`src/rtl/sga_pkg.sv`:
```
// sga_pkg: shared direction encoding, grid defaults and FSM states for the
// Snake Game Arcade datapath.
package sga_pkg;

   localparam int DEF_GRID_W = 6;
   localparam int DEF_GRID_H = 6;

   // One-hot direction, bit order matches the buttons input.
   typedef logic [3:0] dir_t;
   localparam dir_t DIR_UP    = 4'b0001;
   localparam dir_t DIR_LEFT  = 4'b0010;
   localparam dir_t DIR_DOWN  = 4'b0100;
   localparam dir_t DIR_RIGHT = 4'b1000;

   typedef enum logic [2:0] {
      IDLE,
      CALC,
      CHECK,
      WRITE,
      DONE,
      DEAD
   } state_t;

   function automatic dir_t reverse_dir(input dir_t d);
      dir_t r;
      case (d)
         DIR_UP:    r = DIR_DOWN;
         DIR_LEFT:  r = DIR_RIGHT;
         DIR_DOWN:  r = DIR_UP;
         DIR_RIGHT: r = DIR_LEFT;
         default:   r = 4'b0000;
      endcase
      return r;
   endfunction

   function automatic logic is_onehot(input logic [3:0] b);
      return (b != 4'b0000) && ((b & (b - 4'b0001)) == 4'b0000);
   endfunction

endpackage

```
`src/rtl/snake_pos_ram.sv`:
```
// snake_pos_ram: circular body position store with one write port, one
// registered render read port and one combinational collision scan port.
module snake_pos_ram
   import sga_pkg::*;
#(
   parameter int DEPTH = 16,
   parameter int POS_W = 6,
   localparam int IDX_W = $clog2(DEPTH)
) (
   input  logic             clock,
   input  logic             reset,
   input  logic             we,
   input  logic [IDX_W-1:0] waddr,
   input  logic [POS_W-1:0] wdata,
   input  logic [IDX_W-1:0] rd_addr,
   output logic [POS_W-1:0] rd_pos,
   input  logic [IDX_W-1:0] scan_addr,
   output logic [POS_W-1:0] scan_pos
);

   logic [POS_W-1:0] mem [DEPTH];

   // Body storage write, one slot per cycle.
   // NOTE: sequential state uses <= so every flop samples pre-edge values.
   // NOTE: the array itself is not reset; the owner seeds the head slot by writing during reset.
   always_ff @(posedge clock) begin
      if (we) mem[waddr] <= wdata;
   end

   // Registered render read, cleared by reset.
   always_ff @(posedge clock) begin
      if (reset) rd_pos <= '0;
      else       rd_pos <= mem[rd_addr];
   end

   assign scan_pos = mem[scan_addr];

endmodule

```
`src/rtl/snake_body_writer.sv`:
```
// snake_body_writer: steps the snake on each move strobe, checks wall and
// self collision, and maintains the circular body buffer.
// Build option: define SNAKE_WRAP_EN to wrap at grid edges instead of dying.
module snake_body_writer
   import sga_pkg::*;
#(
   parameter int GRID_W   = DEF_GRID_W,
   parameter int GRID_H   = DEF_GRID_H,
   parameter int POS_W    = 6,
   parameter int MAX_LEN  = 16,
   parameter int INIT_POS = 14,
   localparam int IDX_W   = $clog2(MAX_LEN),
   localparam int SIZE_W  = IDX_W + 1
) (
   input  logic              clock,
   input  logic              reset,
   input  logic [3:0]        buttons,
   input  logic              move,
   input  logic [POS_W-1:0]  apple_pos,
   input  logic [IDX_W-1:0]  rd_index,
   output logic [POS_W-1:0]  rd_pos,
   output logic [SIZE_W-1:0] size,
   output logic              busy,
   output logic              done,
   output logic              ate,
   output logic              game_over,
   output logic [POS_W-1:0]  db_head
);

`ifdef SNAKE_WRAP_EN
   localparam bit WRAP_EN = 1'b1;
`else
   localparam bit WRAP_EN = 1'b0;
`endif

   localparam logic [POS_W-1:0] INIT_ROW = POS_W'(INIT_POS / GRID_W);
   localparam logic [POS_W-1:0] INIT_COL = POS_W'(INIT_POS % GRID_W);
   localparam logic [POS_W-1:0] LAST_ROW = POS_W'(GRID_H - 1);
   localparam logic [POS_W-1:0] LAST_COL = POS_W'(GRID_W - 1);

   state_t            state, state_nxt;
   dir_t              dir, last_dir, step_dir;
   logic [IDX_W-1:0]  hp;
   logic [POS_W-1:0]  head_row, head_col;
   logic [POS_W-1:0]  next_pos, next_row, next_col;
   logic              eat_q, grow_q, ate_q;
   logic [SIZE_W-1:0] n_q, k_q;

   logic [POS_W-1:0]  cand_row, cand_col, cand_pos;
   logic              edge_hit, wall, cand_eat, cand_grow;
   logic [SIZE_W-1:0] cand_n;

   logic              ram_we;
   logic [IDX_W-1:0]  ram_waddr;
   logic [POS_W-1:0]  ram_wdata;
   logic [POS_W-1:0]  scan_pos;
   logic              hit;

   // Candidate next head from the committed head and the latched direction.
   always_comb begin
      cand_row = head_row;
      cand_col = head_col;
      edge_hit = 1'b0;
      case (dir)
         DIR_UP: begin
            edge_hit = (head_row == '0);
            cand_row = edge_hit ? LAST_ROW : head_row - POS_W'(1);
         end
         DIR_DOWN: begin
            edge_hit = (head_row == LAST_ROW);
            cand_row = edge_hit ? '0 : head_row + POS_W'(1);
         end
         DIR_LEFT: begin
            edge_hit = (head_col == '0);
            cand_col = edge_hit ? LAST_COL : head_col - POS_W'(1);
         end
         DIR_RIGHT: begin
            edge_hit = (head_col == LAST_COL);
            cand_col = edge_hit ? '0 : head_col + POS_W'(1);
         end
         default: ;
      endcase
      wall      = edge_hit && !WRAP_EN;
      cand_pos  = POS_W'(int'(cand_row) * GRID_W + int'(cand_col));
      cand_eat  = (cand_pos == apple_pos);
      cand_grow = cand_eat && (size < SIZE_W'(MAX_LEN));
      // Without growth the tail slot is vacated, so it is not a collision.
      cand_n    = cand_grow ? size : size - SIZE_W'(1);
   end

   assign hit = (scan_pos == next_pos);

   // FSM state register.
   always_ff @(posedge clock) begin
      if (reset) state <= IDLE;
      else       state <= state_nxt;
   end

   // FSM next state and step status outputs.
   // NOTE: every signal written here gets a default first, so no latch is inferred.
   always_comb begin
      state_nxt = state;
      busy      = 1'b0;
      done      = 1'b0;
      ate       = 1'b0;
      case (state)
         IDLE: begin
            if (move && !game_over) state_nxt = CALC;
         end
         CALC: begin
            busy = 1'b1;
            if (wall)                 state_nxt = DEAD;
            else if (cand_n == '0)    state_nxt = WRITE;
            else                      state_nxt = CHECK;
         end
         CHECK: begin
            busy = 1'b1;
            if (hit)                                state_nxt = DEAD;
            else if (k_q == n_q - SIZE_W'(1))       state_nxt = WRITE;
         end
         WRITE: begin
            busy      = 1'b1;
            state_nxt = DONE;
         end
         DONE: begin
            busy      = 1'b1;
            done      = 1'b1;
            ate       = ate_q;
            state_nxt = IDLE;
         end
         DEAD: ;
         default: state_nxt = IDLE;
      endcase
   end

   // Direction latch, step bookkeeping and committed snake state.
   always_ff @(posedge clock) begin
      if (reset) begin
         dir       <= DIR_RIGHT;
         last_dir  <= DIR_RIGHT;
         step_dir  <= DIR_RIGHT;
         hp        <= '0;
         size      <= SIZE_W'(1);
         db_head   <= POS_W'(INIT_POS);
         head_row  <= INIT_ROW;
         head_col  <= INIT_COL;
         next_pos  <= '0;
         next_row  <= '0;
         next_col  <= '0;
         eat_q     <= 1'b0;
         grow_q    <= 1'b0;
         ate_q     <= 1'b0;
         n_q       <= '0;
         k_q       <= '0;
         game_over <= 1'b0;
      end else begin
         // Reversal is judged against the direction of the last committed step.
         if (is_onehot(buttons) && (buttons != reverse_dir(last_dir))) dir <= buttons;
         if ((state != DEAD) && (state_nxt == DEAD)) game_over <= 1'b1;
         case (state)
            CALC: begin
               next_pos <= cand_pos;
               next_row <= cand_row;
               next_col <= cand_col;
               eat_q    <= cand_eat;
               grow_q   <= cand_grow;
               n_q      <= cand_n;
               k_q      <= '0;
               step_dir <= dir;
            end
            CHECK: k_q <= k_q + SIZE_W'(1);
            WRITE: begin
               hp       <= hp - IDX_W'(1);
               db_head  <= next_pos;
               head_row <= next_row;
               head_col <= next_col;
               size     <= size + SIZE_W'(grow_q);
               last_dir <= step_dir;
               ate_q    <= eat_q;
            end
            default: ;
         endcase
      end
   end

   // Reset seeds slot 0 with the start cell; WRITE pushes the new head.
   assign ram_we    = reset || (state == WRITE);
   assign ram_waddr = reset ? '0 : hp - IDX_W'(1);
   assign ram_wdata = reset ? POS_W'(INIT_POS) : next_pos;

   snake_pos_ram #(
      .DEPTH (MAX_LEN),
      .POS_W (POS_W)
   ) u_ram (
      .clock     (clock),
      .reset     (reset),
      .we        (ram_we),
      .waddr     (ram_waddr),
      .wdata     (ram_wdata),
      .rd_addr   (hp + rd_index),
      .rd_pos    (rd_pos),
      .scan_addr (hp + k_q[IDX_W-1:0]),
      .scan_pos  (scan_pos)
   );

endmodule
```
`config.mk`:
```
export PLATFORM = sky130hd
export DESIGN_NAME = snake_body_writer
export DESIGN_NICKNAME = d
export VERILOG_FILES = /design/src/rtl/sga_pkg.sv /design/src/rtl/snake_pos_ram.sv /design/src/rtl/snake_body_writer.sv
export SDC_FILE = /design/constraint.sdc
export NUM_CORES = 1
export LEC_CHECK = 0
export CORE_MARGIN = 10
export CORE_UTILIZATION = 40
export DETAILED_ROUTE_END_ITERATION = 16
export GPL_TIMING_DRIVEN = 0
export MAX_ROUTING_LAYER = met4
export PLACE_DENSITY = 0.69
export SLEW_MARGIN = 20
export SYNTH_ARGS = -nofsm -noshare
export SYNTH_HDL_FRONTEND = slang
export SYNTH_HIERARCHICAL = 1
export SYNTH_SLANG_ARGS = --single-unit
export TNS_END_PERCENT = 30
```
`constraint.sdc`:
```
create_clock -name clock -period 4.09 [get_ports clock]
set_input_delay 0.409 -clock clock [delete_from_list [all_inputs] [get_ports clock]]
set_output_delay 0.409 -clock clock [all_outputs]
set_load 0.03 [all_outputs]
```
==> impl_metrics.sql <==
INSERT INTO impl_metrics (metric_group, metric, value, unit) VALUES
('setup_path', 'start_kind', 'flop', ''),
('timing', 'max_slew_margin', '28.3', '%'),
('floorplanning', 'floorplan.initialDensity', '41.0', '%'),
('clock_tree', 'cts_hold_buf', '0', ''),
('clock_tree', 'numCtsBuffers', '17', ''),
('timing', 'report.final.slew_viol_count', '0', ''),
('status', 'violated_checks', 'negative setup slack', ''),
('routing', 'detail_route.drc_violations', '0', ''),
('global_routing', 'track_usage', '17.0', '%'),
('clock_tree', 'cts_htree_levels', '4', ''),
('clock_tree', 'tritoncts', 'yes', ''),
('global_routing', 'vias_in_the_first_global_route', '7005', ''),
('routing', 'first_iter_violations', '655', ''),
('global_routing', 'antenna_found_initial', '0', ''),
('synth', 'mappedNetlistArea', '9360', 'sq um'),
('floorplanning', 'fp.dieH', '173', 'um'),
('routing', 'vias', '7115', ''),
('setup_path', 'r2r_setup_slack', '-0.02', 'ns'),
('clock_tree', 'ctsRootBufferMaster', 'clkbuf_16', ''),
('setup_path', 'rr_worst_depth', '19', ''),
('setup_path', 'critical_path_peak_fanout', '9', ''),
('synth', 'postSynth.topFlopCell', 'edfxtp_1', ''),
('final_layout', 'postLayoutCellArea', '11200', 'sq um'),
('job', 'maxCapViolations', '0', ''),
('routing', 'drtAntennaViolNets', '0', ''),
('floorplanning', 'design.die.area', '29900', 'sq um'),
('place', 'place_congestion', '0.905', ''),
('clock_tree', 'numClockSinks', '174', ''),
('setup_path', 'startpoint', 'dir[3]', ''),
('timing', 'min_period_over_period', '101', '%'),
('global_routing', 'met2_use_gr', '27.7', '%'),
('final_layout', 'drive_above_1_share', '20.7', '%'),
('synth', 'syn_avg_cell_area', '11.3', 'sq um'),
('global_routing', 'grt_pass1_wl', '39100', 'um'),
('status', 'status', 'finished, violations left', ''),
('synth', 'cell_variety_after_synth', '85', ''),
('synth', 'synth.yosys.warnings', '6', ''),
('routing', 'first_pass_iters', '5', ''),
('hold_path', 'hold_start', 'next_row[5]', ''),
('pwr', 'power.static_leakage', '3.88', 'nW'),
('timing', 'final-setup-viol-count', '1', ''),
('hold_path', 'hold_crit_path_type', 'flop to flop', ''),
('global_routing', 'global_route.usage.met3', '3.62', '%'),
('setup_path', 'criticalPathCategory', 'flop to flop', ''),
('place', 'count_of_port_buffers_added_during_placement', '37', ''),
('global_routing', 'maximum_number_of_pins_on_one_net_before_global_route_repair', '18', ''),
('global_routing', 'gr_met1_demand_resource', '20.4', '%'),
('synth', 'total_nets_after_synthesis', '877', ''),
('final_layout', 'finish.net_count', '963', ''),
('clock_tree', 'clkSlewWorstSetupHoldPaths', '0.07', 'ns'),
('pwr', 'power-per-cell-area', '492', 'nW/um^2'),
('timing', 'worst_slack', '-0.0230', 'ns'),
('global_routing', 'total_overflow_reported_by_the_global_router', '0', ''),
('final_layout', 'n_antenna_cell', '0', ''),
('clock_tree', 'clkLatencyLatePin', '0.44', 'ns'),
('synth', 'synth-seq-area-share', '47.5', '%'),
('routing', 'route.detailed.wl_per_inst', '20.4', 'um'),
('timing', 'achievable-frequency', '0.243', 'GHz'),
('floorplanning', 'core', '22800', 'sq um'),
('place', 'dp_cells', '1180', ''),
('routing', 'via_per_instance_ratio', '5.73', ''),
('place', 'place.detailed.hpwl', '17500', 'um'),
('timing', 'hold_slack', '0.458', 'ns'),
('global_routing', 'grt_busiest_layer', 'met2', ''),
('timing', 'final_hold_viol_count', '0', ''),
('synth', 'postSynth.asyncResetShare', '0', '%'),
('floorplanning', 'die_w', '173', 'um'),
('setup_path', 'worstReg2RegEnd', 'n_q[4]', ''),
('synth', 'synthCells', '830', ''),
('hold_path', 'hold-path-cell-count', '2', ''),
('timing', 'fin_setup_tns', '-0.0230', 'ns');
[final cells by class]
class | count | area, sq um
Timing Repair Buffer | 68 | 618
Buffer | 50 | 274
Sequential cell | 174 | 4450
Clock inverter | 11 | 108
Fill cell | 2095 | 11600
Multi-Input combinational cell | 580 | 4810
Clock buffer | 21 | 450
Inverter | 25 | 93.8
Tap cell | 313 | 392
[metrics by stage]
| step | utilization, % | worst slack, ns | power [mW] |
|---|---|---|---|
| 3_3_place_gp | 44.3 | -0.852 | 3.86 |
| 6_report | 49.0 | -0.0230 | 5.51 |
| 5_1_grt | 49.0 | -0.170 | 5.76 |
| 3_5_place_dp | 44.4 | -0.882 | 3.90 |
| 4_1_cts | 48.1 | -0.145 | 5.47 |
| 2_1_floorplan | - | 0.00645 | 3.36 |
[report_power, final]
group          switching (mW)  total (mW)  leakage (nW)  internal, mW
registers               0.108        2.14          1.51          2.03
logic                    1.05        1.82          2.11         0.766
clock network           0.694        1.55         0.257         0.859
[cells by family (layout without fill, tap and decap cells)]
group	count (synthesis)	after routing	share of synthesized area (%)
and+or+nand+nor	269	269	14.0
DFF	174	174	47.5
AOI/OAI and AO/OA	170	170	12.5
buffers and inverters	76	175	3.78
muxes	65	65	13.2
xor gates and xnor gates	45	45	4.54
adders and majority gates	31	31	4.44
[repair_timing]
item                                   4_1_cts  5_1_grt
setup endpoints to repair                    9        8
endpoints found under the hold margin        0        0
buffers inserted                            20       11
resized for setup                           29       34
pin swaps                                   15       19
[flip-flops by register name, indices dropped and copies added (netlist names)]
signal	cells
head_col	5
grow_q	1
step_dir	4
next_row	6
game_over	1
ate_q	1
u_ram/rd_pos	6
dir	4
k_q	5
last_dir	4
state	3
hp	4
n_q	5
size	5
db_head	6
eat_q	1
head_row	6
next_pos	6
next_col	5
u_ram/mem	96
[routing by layer]
layer,part of all wire [%],up-vias
met2,49,297
met3,6.8,47
met4,2.5,0
met5,0,-
met1,41,3491
li1,-,3280
[synth_stat cells (all sizes together), types with 2 or more instances]
library cell  number  share of area (%)
and3               2               0.13
nand2b             9               0.60
a21o               4               0.32
mux2              12                1.4
a221o              2               0.21
ha                26                3.5
nor3              22                1.4
nand2             96                3.8
or2                8               0.53
o22ai              6               0.40
nand3b             5               0.40
o22a               4               0.37
nor2b             11               0.74
mux4              42                 11
o311ai             2               0.19
clkbuf            33                1.3
nor3b              2               0.16
or4b               4               0.59
buf               18                1.4
o221ai             7               0.65
xnor2             24                2.4
nand4             10               0.67
nor4b              2               0.25
inv               24               0.96
a211oi             8               0.69
a21oi             63                3.5
a22o               3               0.28
a41oi              3               0.28
a221oi             2               0.19
o211ai             4               0.32
and2               5               0.33
mux2i             11                1.2
dfxtp             78                 17
a22oi             14                1.1
o21ai             21                1.1
or3                6               0.40
xor2              20                1.9
nor2              70                2.9
edfxtp            96                 31
fa                 4               0.86
o31ai              2               0.21
nand3             12               0.64
a31oi             10                1.1
[critical path, cell delays in order (launching register included)]
cell,delay [ns]
dfxtp_2,0.34
buf_8,0.13
buf_4,0.13
nor4b_2,0.53
nor2_1,0.18
a221o_1,0.43
ha_1,0.22
inv_1,0.07
fa_1,0.33
nor2b_4,0.07
o21ai_2,0.12
nand2b_1,0.13
xnor2_2,0.24
xnor2_2,0.16
xor3_2,0.22
buf_4,0.16
buf_4,0.11
nor2_2,0.03
or3_1,0.35
a21oi_2,0.11
[worst max path at each step]
stage	depth (start not counted)	endpoint	slack (ns)
finish	19	n_q[4]	-0.02
global route	18	state[0]	-0.17
CTS	17	state[0]	-0.14
detailed placement	15	state[0]	-0.88
global placement	15	state[0]	-0.85
floorplan	17	state[0]	0.006
No activity file was read; power rests on OpenSTA's default activity.
